[config.mk]
export PLATFORM = sky130hd
export DESIGN_NAME = shared_mem_arbiter
export DESIGN_NICKNAME = d
export VERILOG_FILES = /design/src/rtl/shared_mem_pkg.sv /design/src/rtl/rr_arbiter2.sv /design/src/rtl/shared_mem_arbiter.sv
export SDC_FILE = /design/constraint.sdc
export NUM_CORES = 1
export LEC_CHECK = 0
export CAP_MARGIN = 10
export CORE_MARGIN = 2
export CORE_UTILIZATION = 41
export CTS_CLUSTER_DIAMETER = 150
export DETAILED_ROUTE_END_ITERATION = 7
export GPL_ROUTABILITY_DRIVEN = 0
export GPL_TIMING_DRIVEN = 0
export PLACE_DENSITY = 0.86
export REMOVE_ABC_BUFFERS = 1
export SLEW_MARGIN = 10
export SYNTH_ARGS = -nofsm -noshare
export SYNTH_HDL_FRONTEND = slang
export SYNTH_SLANG_ARGS = --single-unit
[constraint.sdc]
create_clock -name clock -period 4.1 [get_ports clock]
set_clock_uncertainty 0.15 [all_clocks]
set_input_delay 1.025 -clock clock [delete_from_list [all_inputs] [get_ports clock]]
set_output_delay 1.025 -clock clock [all_outputs]
set_load 0.01 [all_outputs]
[src/rtl/shared_mem_pkg.sv]
// Shared definitions for the two-core shared-memory arbiter:
// FSM state encoding, core identifiers and the core count.
package shared_mem_pkg;

    typedef enum logic [1:0] {
        IDLE    = 2'd0,
        ISSUE   = 2'd1,
        CAPTURE = 2'd2,
        DONE    = 2'd3
    } state_t;

    localparam logic CORE0   = 1'b0;
    localparam logic CORE1   = 1'b1;
    localparam int   N_CORES = 2;

endpackage

[src/rtl/rr_arbiter2.sv]
// Two-requester grant selection.
// ARB_ROUND_ROBIN_EN defined : ties go to the core not granted most recently.
// ARB_ROUND_ROBIN_EN undefined: fixed priority, core 0 always wins a tie
//                              (the last-grant input is then ignored).
import shared_mem_pkg::*;

module rr_arbiter2 (
    input  logic [N_CORES-1:0] req_i,
    input  logic               last_i,
    output logic [N_CORES-1:0] grant_o
);

`ifdef ARB_ROUND_ROBIN_EN
    // One-hot grant; on a tie favour the core that did not win last time
    always_comb begin
        grant_o = 2'b00;
        if (req_i == 2'b11) begin
            grant_o = (last_i == CORE0) ? 2'b10 : 2'b01;
        end else begin
            grant_o = req_i;
        end
    end
`else
    logic unused_last;
    assign unused_last = last_i;

    // One-hot grant; core 0 has absolute priority
    always_comb begin
        grant_o = 2'b00;
        if (req_i[0]) begin
            grant_o = 2'b01;
        end else if (req_i[1]) begin
            grant_o = 2'b10;
        end
    end
`endif

endmodule

[src/rtl/shared_mem_arbiter.sv]
// Serialises load/store requests from two cores onto a single-port memory
// with one-cycle registered read latency. Each access walks
// IDLE -> ISSUE -> CAPTURE -> DONE; the winner's ack pulses in DONE.
// Tie-break policy is selected by the ARB_ROUND_ROBIN_EN macro.
//
// Handshake: a core raises req with stable addr/we/wdata and holds it until
// it sees ack high for one cycle; it drops req in the following cycle. A req
// still high in the IDLE cycle after ack counts as a fresh request.
import shared_mem_pkg::*;

module shared_mem_arbiter #(
    parameter int ADDR_W = 32,
    parameter int DATA_W = 32
) (
    input  logic              clock,
    input  logic              reset,
    input  logic              req0,
    input  logic              req1,
    input  logic [ADDR_W-1:0] addr0,
    input  logic [ADDR_W-1:0] addr1,
    input  logic              we0,
    input  logic              we1,
    input  logic [DATA_W-1:0] wdata0,
    input  logic [DATA_W-1:0] wdata1,
    output logic              ack0,
    output logic              ack1,
    output logic [DATA_W-1:0] rdata0,
    output logic [DATA_W-1:0] rdata1,
    output logic [ADDR_W-1:0] mem_addr,
    output logic              mem_write_enable,
    output logic [DATA_W-1:0] mem_write_data,
    input  logic [DATA_W-1:0] mem_read_data,
    output state_t            dbg_state_o
);

    state_t              state_q;
    logic                win_q;
    logic                we_q;
    logic [ADDR_W-1:0]   mem_addr_q;
    logic [DATA_W-1:0]   mem_wdata_q;
    logic                ack0_q;
    logic                ack1_q;
    logic [DATA_W-1:0]   rdata0_q;
    logic [DATA_W-1:0]   rdata1_q;

    logic [N_CORES-1:0]  grant;
    logic                last_grant;
    logic                win_d;
    logic                we_d;
    logic [ADDR_W-1:0]   addr_d;
    logic [DATA_W-1:0]   wdata_d;

`ifdef ARB_ROUND_ROBIN_EN
    logic last_q;
    assign last_grant = last_q;
`else
    assign last_grant = CORE1;
`endif

    rr_arbiter2 u_arb (
        .req_i   ({req1, req0}),
        .last_i  (last_grant),
        .grant_o (grant)
    );

    // Mux the winning core's request fields ready for latching in IDLE
    always_comb begin
        win_d   = grant[1] ? CORE1  : CORE0;
        we_d    = grant[1] ? we1    : we0;
        addr_d  = grant[1] ? addr1  : addr0;
        wdata_d = grant[1] ? wdata1 : wdata0;
    end

    // Access sequencer; the memory port registers are loaded at grant time so
    // they are already driving the memory during ISSUE
    always_ff @(posedge clock) begin
        if (reset) begin
            state_q     <= IDLE;
            win_q       <= CORE0;
            we_q        <= 1'b0;
            mem_addr_q  <= '0;
            mem_wdata_q <= '0;
            ack0_q      <= 1'b0;
            ack1_q      <= 1'b0;
            rdata0_q    <= '0;
            rdata1_q    <= '0;
`ifdef ARB_ROUND_ROBIN_EN
            last_q      <= CORE1;
`endif
        end else begin
            ack0_q <= 1'b0;
            ack1_q <= 1'b0;
            case (state_q)
                IDLE: begin
                    if (|grant) begin
                        win_q       <= win_d;
                        we_q        <= we_d;
                        mem_addr_q  <= addr_d;
                        mem_wdata_q <= wdata_d;
`ifdef ARB_ROUND_ROBIN_EN
                        last_q      <= win_d;
`endif
                        state_q     <= ISSUE;
                    end
                end
                ISSUE: begin
                    state_q <= CAPTURE;
                end
                CAPTURE: begin
                    // Read data reflects the pre-write contents for a store
                    if (win_q == CORE1) begin
                        rdata1_q <= mem_read_data;
                        ack1_q   <= 1'b1;
                    end else begin
                        rdata0_q <= mem_read_data;
                        ack0_q   <= 1'b1;
                    end
                    state_q <= DONE;
                end
                DONE: begin
                    state_q <= IDLE;
                end
                default: begin
                    state_q <= IDLE;
                end
            endcase
        end
    end

    // Write strobe only during ISSUE, and never while reset is asserted
    assign mem_write_enable = (state_q == ISSUE) && we_q && !reset;

    assign mem_addr       = mem_addr_q;
    assign mem_write_data = mem_wdata_q;
    assign ack0           = ack0_q;
    assign ack1           = ack1_q;
    assign rdata0         = rdata0_q;
    assign rdata1         = rdata1_q;
    assign dbg_state_o    = state_q;

endmodule

==> flow_summary.yaml <==
critical_path:
  worstPathArrival_ns: 2.35
  crit_path_start_kind: "input port"
  cp_max_fo: 76
  cp-end-kind: "output pin"
  cp_num_buf_inv: 3
  worstPathCellList: "buf_6, buf_16, nor2_1, clkdlybuf4s50_1"
  crit_family: "buffers and inverters"
  worstPathRequired_ns: 2.92
  crit_slowest_cell: "clkdlybuf4s50_1"
  slowest_delay_ns: 0.50
  crit_type: "input port to output pin"
  rrSetupSlack_ns: 1.83
clocking:
  ctsLongestPathBuffers: 2
  cts_root_buf: "clkbuf_16"
  numCtsBuffers: 17
  cts_tree: "built"
  cts_sinks: 134
  post_cts_buffers: 0
  htreeDepth: 4
  clk_pin_slew_worst_paths_ns: 0.06
  postCtsResizedCells: 0
  clk_latency_ns: 0.41
  ctsHoldBuffers: 0
floorplanning:
  die_h_um: 117
  core_um2: 12500
  floorplan.die_area_um2: 13600
  rows: 41
  start_util_pct: 41.7
  die_x_um: 117
  num_io_pins: 299
logic_synthesis:
  synth.top_cell.area_share_pct: 51.5
  synth_most_common_cell: "nand2_1"
  ys.flop_type: "dfxtp_1"
  synth_top_area_cell: "dfxtp_1"
  synth-edff-count: 0
  ys_types: 19
  ys_async_sr_fraction_pct: 0
  synth.avg_cell_area_um2: 7.81
  synth_common_cells: "nand2_1 (260), dfxtp_1 (134), nor2_1 (70)"
  synth.area.top_cells: "dfxtp_1 (51%), nand2_1 (19%), a311oi_1 (11%)"
  yosysWarnings: 0
  synth_seq_area_share_pct: 51.5
  synth-seq-cells: 134
  synth.cell_area_um2: 5210
  synth_cells: 668
global_route:
  grt_overflow_total: 0
  grt_pass1_vias: 5297
  track_usage_pct: 24.1
  grt_max_degree: 77
  grt_first_pass_wirelength_mm: 25.6
  antenna_found_initial: 0
sta:
  drv_slew: 0
  relSlewSlack_pct: 16.4
  worst_slack_ns: 0.577
  grt_setup_unrepaired: "false"
  finalCriticalPeriod_ns: 3.52
  timing.final.setup_violations: 0
  worst_slew_pin_slew_ns: 1.25
  finalHoldViolCount: 0
  max_freq_ghz: 0.284
  finalCritPeriodShare_pct: 85.9
  hold-worst-slack_ns: 0.302
finish:
  drive_gt1_share_pct: 4.14
  nets: 1099
  instances_no_fill: 1115
  areaGrowthSynthToFinish_pct: 69.5
  antenna_cells: 0
power:
  p_comb_share_pct: 36.8
  seq_power_share_pct: 34.2
  power_frac_clock_pct: 29.0
  intPower_mw: 3.60
  p_sw_share_pct: 31.9
  cellLeakagePower_nw: 3.24
  p_sw_mw: 1.69
  max-vdd-ir-drop_v: 0.000373
  p_per_area_nw_per_um2: 599
drt:
  drt_iter0_drc: 381
  postRouteAntennaNets: 0
  routed-via-count: 5574
  wl_per_cell_um: 15.2
  firstDrtPassIters: 4
  via_per_inst: 5.00
  drcViolationCount: 0
  wl_mm: 17.0
place:
  hpwlAfterDp_mm: 11.9
  dp_cells: 1083
  pre_cts_slack_ns: 0.568
  io_buffer_count: 298
min_path:
  hold_path_class: "flop to flop"
outcome:
  status: "finished, final reports clean"
job:
  cap_violations: 0
==> per-stage QoR <==
step / utilization, % / instance area [um2] / setup TNS, ns / power, mW
floorplan: - / 4940 / 0 / 2.70
global placement: 65.0 / 8140 / -179.00 / 3.74
detailed placement: 65.8 / 8240 / 0 / 3.78
CTS: 70.6 / 8840 / 0 / 5.32
global route: 70.6 / 8840 / 0 / 5.59
finish: 70.6 / 8840 / 0 / 5.29
==> path summary, 6_finish.rpt <==
kind,start,to,cells past startpoint
worst min register to register,rdata1[23],rdata1[23],2
worst min-delay path,rdata1[23],rdata1[23],2
worst max-delay path,reset,mem_write_enable,4
worst max register to register,dbg_state_o[0],mem_write_data[4],6
==> power by group through the flow <==
stage / clock [mW] / combinational [mW] / sequential, mW
CTS: 1.55 / 1.96 / 1.81
floorplan: 0 / 0.722 / 1.98
detailed placement: 0 / 1.95 / 1.84
global route: 1.61 / 2.13 / 1.85
global placement: 0 / 1.91 / 1.83
finish: 1.53 / 1.95 / 1.81
==> sequential cells by signal, indices dropped and copies added (netlist names) <==
name	flops
rdata0	32
dbg_state_o	2
mem_addr	32
ack1	1
ack0	1
mem_write_data	32
rdata1	32
win_q	1
we_q	1
==> layout make-up <==
| class | count | area, um2 |
|---|---|---|
| Fill cell | 959 | 3680 |
| Multi-Input combinational cell | 474 | 2270 |
| Clock buffer | 20 | 447 |
| Tap cell | 172 | 215 |
| Inverter | 2 | 7.51 |
| Clock inverter | 12 | 153 |
| Timing Repair Buffer | 301 | 3060 |
| Sequential cell | 134 | 2680 |
==> cells by family after synthesis <==
| group | share of synthesized area, % |
|---|---|
| muxes | 0.192 |
| AOI/OAI and AO/OA | 17.6 |
| adders and majority gates | 0.720 |
| and+or+nand+nor | 24.6 |
| DFF | 51.5 |
| buffers and inverters | 5.40 |
==> layer usage <==
| metal | vias up | part of all wire (%) | GRT usage [%] |
|---|---|---|---|
| met5 | - | 0 | 0 |
| met2 | 244 | 50 | 42.1 |
| li1 | 2767 | - | - |
| met3 | 38 | 11 | 11.0 |
| met4 | 0 | 2.8 | 10.4 |
| met1 | 2525 | 36 | 24.8 |
==> worst register-to-register path, delay by kind of cell, from the launching register on <==
family,cells,cell delay (ns)
AOI/OAI and AO/OA,2,0.88
adders and majority gates,1,0.27
buffers and inverters,2,0.42
DFF,1,0.34
and+or+nand+nor,1,0.11
==> placed cells by master (no fill, tap or decap), drive strengths merged, types with 2 or more instances in the layout <==
master | Yosys | layout
a21oi | 65 | 65
clkbuf | 29 | 20
a211oi | 2 | 2
inv | 2 | 3
bufinv | 0 | 3
dfxtp | 134 | 134
nand2b | 2 | 2
nand2 | 260 | 260
buf | 29 | 4
clkinv | 0 | 7
clkdlybuf4s50 | 0 | 297
ha | 3 | 3
nor2 | 70 | 70
a311oi | 65 | 65
No activity file was read; power rests on OpenSTA's default activity.
